### config.mk
export PLATFORM = sky130hd
export DESIGN_NAME = fifo_rd_pair_unpacker_flat
export DESIGN_NICKNAME = d
export VERILOG_FILES = /design/src/rtl/fifo_rd_pair_unpacker_if.sv /design/src/rtl/fifo_rd_pair_unpacker.sv /design/src/flat_wrapper.sv
export SDC_FILE = /design/constraint.sdc
export NUM_CORES = 1
export LEC_CHECK = 0
export CAP_MARGIN = 20
export CORE_MARGIN = 3
export CORE_UTILIZATION = 40
export DETAILED_ROUTE_END_ITERATION = 10
export GPL_TIMING_DRIVEN = 0
export HOLD_SLACK_MARGIN = 0.03
export PLACE_DENSITY = 0.75
export REMOVE_ABC_BUFFERS = 1
export SLEW_MARGIN = 10
export SYNTH_ARGS = -nofsm -noshare
export SYNTH_HDL_FRONTEND = slang
export SYNTH_SLANG_ARGS = --single-unit
### constraint.sdc
create_clock -name rclk -period 1.8 [get_ports rclk]
set_clock_uncertainty 0.05 [all_clocks]
set_input_delay 0.36 -clock rclk [delete_from_list [all_inputs] [get_ports rclk]]
set_output_delay 0.36 -clock rclk [all_outputs]
set_load 0.005 [all_outputs]
### src/rtl/fifo_rd_pair_unpacker_if.sv
// Bundle for the pair-read drain stage: the FIFO read side (rempty/rinc/rdata)
// and the single-word valid/ready stream that is handed to the consumer.
interface fifo_rd_pair_unpacker_if #(
    parameter int DATA_WIDTH = 8
);
    logic                  rempty;
    logic                  rinc;
    logic [DATA_WIDTH-1:0] rdata_lo;
    logic [DATA_WIDTH-1:0] rdata_hi;
    logic [DATA_WIDTH-1:0] out_data;
    logic                  out_valid;
    logic                  out_ready;
    logic                  out_first;

    // master: the unpacker itself; slave: FIFO pointer/memory plus consumer
    modport master (
        input  rempty, rdata_lo, rdata_hi, out_ready,
        output rinc, out_data, out_valid, out_first
    );

    modport slave (
        output rempty, rdata_lo, rdata_hi, out_ready,
        input  rinc, out_data, out_valid, out_first
    );
endinterface

### src/rtl/fifo_rd_pair_unpacker.sv
// Read-domain drain stage: pulls two FIFO words per rinc and serialises them
// as a one-word valid/ready stream, with synchronous flush and a word counter.
module fifo_rd_pair_unpacker #(
    parameter int DATA_WIDTH = 8,
    parameter int CNT_WIDTH  = 16
) (
    input  logic                   rclk,
    input  logic                   rrst_n,
    fifo_rd_pair_unpacker_if.master bus,
    input  logic                   flush,
    output logic [CNT_WIDTH-1:0]   word_cnt
);

    typedef enum logic [1:0] {
        IDLE  = 2'd0,
        HAVE2 = 2'd1,
        HAVE1 = 2'd2
    } state_t;

    state_t                  state_reg;
    state_t                  state_next;
    logic [DATA_WIDTH-1:0]   buf_lo_reg;
    logic [DATA_WIDTH-1:0]   buf_hi_reg;
    logic [CNT_WIDTH-1:0]    word_cnt_reg;
    logic                    rinc_int;
    logic                    accept;

    // A new pair is fetched either from empty or while the last word of the
    // current pair leaves, so a ready consumer sees no bubble between pairs.
    assign rinc_int = !flush && !bus.rempty &&
                      ((state_reg == IDLE) || ((state_reg == HAVE1) && bus.out_ready));

    assign accept   = (state_reg != IDLE) && bus.out_ready && !flush;
    assign bus.rinc = rinc_int;
    assign word_cnt = word_cnt_reg;

    always_ff @(posedge rclk or negedge rrst_n) begin
        if (!rrst_n) begin
            state_reg <= IDLE;
        end else begin
            state_reg <= state_next;
        end
    end

    always_comb begin
        state_next = state_reg;
        if (flush) begin
            state_next = IDLE;
        end else begin
            case (state_reg)
                IDLE: begin
                    if (rinc_int) state_next = HAVE2;
                end
                HAVE2: begin
                    if (bus.out_ready) state_next = HAVE1;
                end
                HAVE1: begin
                    if (bus.out_ready) state_next = rinc_int ? HAVE2 : IDLE;
                end
                default: state_next = IDLE;
            endcase
        end
    end

    always_comb begin
        bus.out_valid = 1'b0;
        bus.out_first = 1'b0;
        bus.out_data  = '0;
        case (state_reg)
            HAVE2: begin
                bus.out_valid = 1'b1;
                bus.out_first = 1'b1;
                bus.out_data  = buf_lo_reg;
            end
            HAVE1: begin
                bus.out_valid = 1'b1;
                bus.out_data  = buf_hi_reg;
            end
            default: begin
                bus.out_valid = 1'b0;
            end
        endcase
    end

    // Memory is read asynchronously, so both words are valid on the same edge
    // the pointer logic advances; sampling here takes the pre-advance data.
    always_ff @(posedge rclk or negedge rrst_n) begin
        if (!rrst_n) begin
            buf_lo_reg <= '0;
            buf_hi_reg <= '0;
        end else if (rinc_int) begin
            buf_lo_reg <= bus.rdata_lo;
            buf_hi_reg <= bus.rdata_hi;
        end
    end

    always_ff @(posedge rclk or negedge rrst_n) begin
        if (!rrst_n) begin
            word_cnt_reg <= '0;
        end else if (accept) begin
            word_cnt_reg <= word_cnt_reg + 1'b1;
        end
    end

endmodule

### src/flat_wrapper.sv
// flat-port wrapper written by rule: the top's interface ports become plain ports
module fifo_rd_pair_unpacker_flat 
#(
    parameter int DATA_WIDTH = 8,
    parameter int CNT_WIDTH  = 16
)
  (rclk, rrst_n, flush, word_cnt, bus_rempty, bus_rdata_lo, bus_rdata_hi, bus_out_ready, bus_rinc, bus_out_data, bus_out_valid, bus_out_first);
  fifo_rd_pair_unpacker_if #(.DATA_WIDTH(DATA_WIDTH)) bus_i ();
  input  logic rclk;
  input  logic rrst_n;
  input  logic flush;
  output logic [CNT_WIDTH-1:0] word_cnt;
  input wire logic [$bits(bus_i.rempty)-1:0] bus_rempty;
  input wire logic [$bits(bus_i.rdata_lo)-1:0] bus_rdata_lo;
  input wire logic [$bits(bus_i.rdata_hi)-1:0] bus_rdata_hi;
  input wire logic [$bits(bus_i.out_ready)-1:0] bus_out_ready;
  output wire logic [$bits(bus_i.rinc)-1:0] bus_rinc;
  output wire logic [$bits(bus_i.out_data)-1:0] bus_out_data;
  output wire logic [$bits(bus_i.out_valid)-1:0] bus_out_valid;
  output wire logic [$bits(bus_i.out_first)-1:0] bus_out_first;
  assign bus_i.rempty = bus_rempty;
  assign bus_i.rdata_lo = bus_rdata_lo;
  assign bus_i.rdata_hi = bus_rdata_hi;
  assign bus_i.out_ready = bus_out_ready;
  assign bus_rinc = bus_i.rinc;
  assign bus_out_data = bus_i.out_data;
  assign bus_out_valid = bus_i.out_valid;
  assign bus_out_first = bus_i.out_first;
  fifo_rd_pair_unpacker #(.DATA_WIDTH(DATA_WIDTH), .CNT_WIDTH(CNT_WIDTH)) u_core (.rclk(rclk), .rrst_n(rrst_n), .bus(bus_i), .flush(flush), .word_cnt(word_cnt));
endmodule
==> summary.log <==
INFO  yosys          synth_top_cell_by_area=sky130_fd_sc_hd__dfrtp_1
INFO  timing         maxClockFrequency=506MHz
INFO  flow_run       cap_violations=0
INFO  outcome        outcome=finished, violations left
INFO  hold_path      hp-class=primary input to asynchronous set/reset pin
INFO  cells_and_area nNetsFinal=233
INFO  cells_and_area max_ffs_per_register=16
INFO  yosys          yosys.area.top_type_share=53.5%
INFO  clock_network  worstSkewPairLatency=0.29ns
INFO  power          cellInternalPower=1730uW
INFO  setup_path     ff2ff_path_depth=8
INFO  clock_network  number_of_levels_in_the_clock_h_tree=2
INFO  global_routing grt_max_degree=35
INFO  place          placedInstanceArea=2110um2
INFO  yosys          syn_avg_cell_area=12.2um2
INFO  setup_path     cp_data_arrival_time=1.57ns
INFO  die            core_area=3740um2
INFO  place          gp_routability_congestion=0.735
INFO  routing        avgViaCountPerCell=5.13
INFO  timing         worst_slew_margin_rel=49.7%
INFO  cells_and_area fillCellCount=249
INFO  setup_path     crit_buf_inv=4
INFO  power          vdd.ir_drop.worst=0.760mV
INFO  power          pwr-share-comb=27.9%
INFO  setup_path     worst-setup-path-type=flop to primary output
INFO  outcome        failed_checks=negative setup slack
INFO  routing        detail_route.first_pass.iterations=4
INFO  routing        wirelength_per_cell=17.4um
INFO  routing        route.detailed.drc=0
INFO  power          power=2370uW
INFO  cells_and_area layout_cells_sized_above_1=41.3%
INFO  clock_network  clock_tree.buffer_depth=2
INFO  yosys          ys.flop_type=sky130_fd_sc_hd__dfrtp_1
INFO  die            dieHeight=69.1um
INFO  global_routing number_of_antenna_violations_at_the_first_check_in_global_routing=0
INFO  clock_network  clock_sink_count=34
INFO  place          dp_hpwl=2470um
INFO  global_routing gr-total-overflow=0
INFO  setup_path     r2r_setup_slack=-0.07ns
INFO  power          power_switching_share=27.1%
INFO  cells_and_area multi_input_comb_area=901um2
INFO  routing        totalWireLength=4450um
INFO  yosys          synth_cell_types=28
INFO  setup_path     crit_chain=buf_6, ha_4, buf_6, buf_6, a22oi_2, nor2b_1, buf_2
INFO  setup_path     timing.critical_path.to_type=primary output
INFO  timing         timing_hold_violations_final=0
INFO  timing         timing.final.crit_share=110%
INFO  setup_path     crit_cells=7
INFO  timing         pins_over_their_slew_limit=0
INFO  setup_path     cp_slowest_stage_delay=0.42ns
INFO  yosys          postSynth.asyncResetShare=100%
INFO  setup_path     most_common_cell_on_crit_path=sky130_fd_sc_hd__buf_6
INFO  power          powerDensity=897nW/um2
INFO  cells_and_area final_area=2640um2
INFO  timing         report.final.setup_viol=24
INFO  setup_path     crit-reg2reg-launch=u_core.state_reg[0]
INFO  cells_and_area final_antenna_diode_count=0
INFO  clock_network  cts-buffers-inserted=5
INFO  timing         worst_slack=-0.178ns
INFO  timing         finalWorstPathRequiredPeriod=1.98ns
INFO  setup_path     cpLargestDelayFamily=buffers and inverters
INFO  power          static-leakage-power=0.00117uW
INFO  yosys          synth.area.top_cells=sky130_fd_sc_hd__dfrtp_1, sky130_fd_sc_hd__mux2_2, sky130_fd_sc_hd__xnor2_1
INFO  routing        detail_route.iter0.violations=53
INFO  setup_path     critical_path.startpoint=u_core.state_reg[0]
INFO  global_routing grt_pass1_vias=1382
INFO  cells_and_area fin_util=70.6%
INFO  yosys          netlist_top_cells_count=sky130_fd_sc_hd__dfrtp_1, sky130_fd_sc_hd__mux2_2, sky130_fd_sc_hd__xnor2_1, sky130_fd_sc_hd__a22oi_1, sky130_fd_sc_hd__nor2b_1
INFO  yosys          syn_area=1590um2
INFO  die            fp.dieArea=4770um2
INFO  die            die_x=69.1um
INFO  yosys          count_of_flip_flops_with_a_built_in_enable_after_synthesis=0
INFO  routing        vias=1312
INFO  global_routing grt_pass1_wl=6580um
INFO  global_routing gr-usage-all-layers=17.2%
INFO  place          io_buffers=47
INFO  routing        ant_nets=0
INFO  timing         tightest_slew=0.755ns
INFO  power          seq_power_share=43.1%
INFO  timing         setup_repair_after_global_routing_missed_its_margin=true
INFO  setup_path     worstPathRequired=1.39ns
INFO  setup_path     reg2reg_to=u_core.buf_hi_reg[1]
INFO  die            io_pins=48
INFO  cells_and_area sequential_cell_area=852um2
INFO  place          place_ws=-0.662ns
INFO  die            floorplan.initialDensity=42.5%
INFO  yosys          synth_seq_area_share=53.5%
INFO  setup_path     worstPathMaxFanout=4
INFO  setup_path     endpoint=bus_out_data[3]
INFO  yosys          yosysWarnings=0
INFO  clock_network  cts_tree=yes
INFO  yosys          yosys.cell_count.top_type=sky130_fd_sc_hd__dfrtp_1
INFO  clock_network  clkTransAtPathRegs=0.07ns
INFO  cells_and_area syn_to_final_growth=66.2%
INFO  yosys          number_of_instances_in_the_synthesized_netlist=130
INFO  timing         setup_tns=-2.05ns
INFO  clock_network  cts_root_buffer=sky130_fd_sc_hd__clkbuf_8
INFO  die            rows=22
INFO  power          clockPowerShare=29.0%
INFO  power          power.switching=644uW
INFO  setup_path     crit_path_top_delay_cell=sky130_fd_sc_hd__dfrtp_1
INFO  yosys          synth_seq_cells=34
INFO  setup_path     critical_path.startpoint_type=flop
## cell type report
| class | count | share of cell area [%] |
|---|---|---|
| Timing Repair Buffer | 73 | 26.6 |
| Clock inverter | 3 | 1.51 |
| Clock buffer | 5 | 2.60 |
| Inverter | 4 | 0.663 |
| Multi-Input combinational cell | 89 | 34.1 |
| Tap cell | 48 | 2.27 |
| Sequential cell | 34 | 32.2 |
## worst reg2reg max path, stage by stage, from the launching register on
cell                        delay, ns
sky130_fd_sc_hd__dfrtp_1         0.42
sky130_fd_sc_hd__inv_2           0.14
sky130_fd_sc_hd__ha_4            0.18
sky130_fd_sc_hd__buf_6           0.11
sky130_fd_sc_hd__a21oi_4         0.06
sky130_fd_sc_hd__nor3_4          0.17
sky130_fd_sc_hd__buf_6           0.18
sky130_fd_sc_hd__clkbuf_16       0.16
sky130_fd_sc_hd__mux2_4          0.30
## worst min path at each step
| stage | from | to | slack [ns] |
|---|---|---|---|
| 2_1_floorplan | rrst_n | u_core.buf_hi_reg[0] | 0.01 |
| 6_report | rrst_n | u_core.word_cnt[10] | 0.09 |
| 5_1_grt | rrst_n | u_core.word_cnt[7] | 0.14 |
| 3_3_place_gp | u_core.word_cnt[15] | u_core.word_cnt[15] | 0.41 |
| 4_1_cts | rrst_n | u_core.word_cnt[9] | 0.11 |
| 3_5_place_dp | rrst_n | u_core.word_cnt[9] | 0.41 |
## stage by stage
stage,cells,hold WS (ns)
2_1_floorplan,127,0.0144
3_3_place_gp,222,0.410
3_5_place_dp,223,0.414
4_1_cts,247,0.107
5_1_grt,256,0.143
6_report,256,0.0894
## layer usage
| metal | part of all wire [%] | up-vias | GRT usage, % | routed length [um] |
|---|---|---|---|---|
| met5 | 0 | - | 0 | 0 |
| met4 | 2.6 | 0 | 9.33 | 114 |
| met3 | 2.6 | 12 | 4.08 | 116 |
| met2 | 53 | 29 | 29.9 | 2350 |
| met1 | 42 | 663 | 19.3 | 1860 |
| li1 | - | 608 | - | - |
## what timing repair did
item                                    in CTS  in global routing
endpoints found under the setup margin      38                 36
pin swaps                                    8                 11
buffers inserted                            16                  8
gates cloned                                 0                  1
hold endpoints to repair                     0                  0
resized for setup                           72                 32
hold buffers                                 0                  0
## power by group through the flow
stage | logic [uW] | clock network, uW | registers (uW)
floorplan | 217 | 0 | 992
global placement | 429 | 0 | 1000
detailed placement | 440 | 0 | 1010
CTS | 537 | 687 | 1010
global route | 714 | 741 | 1040
finish | 663 | 687 | 1020
## cell usage in the layout (no fill, tap or decap), types with 3 or more instances in the layout
master and instances:
sky130_fd_sc_hd__mux2_2 3, sky130_fd_sc_hd__clkdlybuf4s50_1 34, sky130_fd_sc_hd__a21oi_1 3, sky130_fd_sc_hd__nand3_1 6, sky130_fd_sc_hd__a22oi_2 8, sky130_fd_sc_hd__buf_2 10
sky130_fd_sc_hd__buf_12 3, sky130_fd_sc_hd__dfrtp_1 33, sky130_fd_sc_hd__and3_1 3, sky130_fd_sc_hd__ha_4 3, sky130_fd_sc_hd__nand4_1 3, sky130_fd_sc_hd__clkbuf_8 5
sky130_fd_sc_hd__buf_6 12, sky130_fd_sc_hd__nor3_4 3, sky130_fd_sc_hd__mux2_4 14, sky130_fd_sc_hd__nor2b_1 7, sky130_fd_sc_hd__xnor2_1 13, sky130_fd_sc_hd__buf_4 10
sky130_fd_sc_hd__nand2_1 5, sky130_fd_sc_hd__nor2_1 3
## logic make-up (layout without fill, tap and decap cells)
kind of cell | Yosys count | in the layout | synth area share, %
fa+ha+maj | 5 | 5 | 3.93
simple gates | 37 | 37 | 14.0
xor+xnor | 15 | 15 | 8.26
compound gates | 15 | 15 | 6.37
buf+inv | 7 | 85 | 1.89
flops | 34 | 34 | 53.5
mux | 17 | 17 | 12.0
No activity file was read; power rests on OpenSTA's default activity.
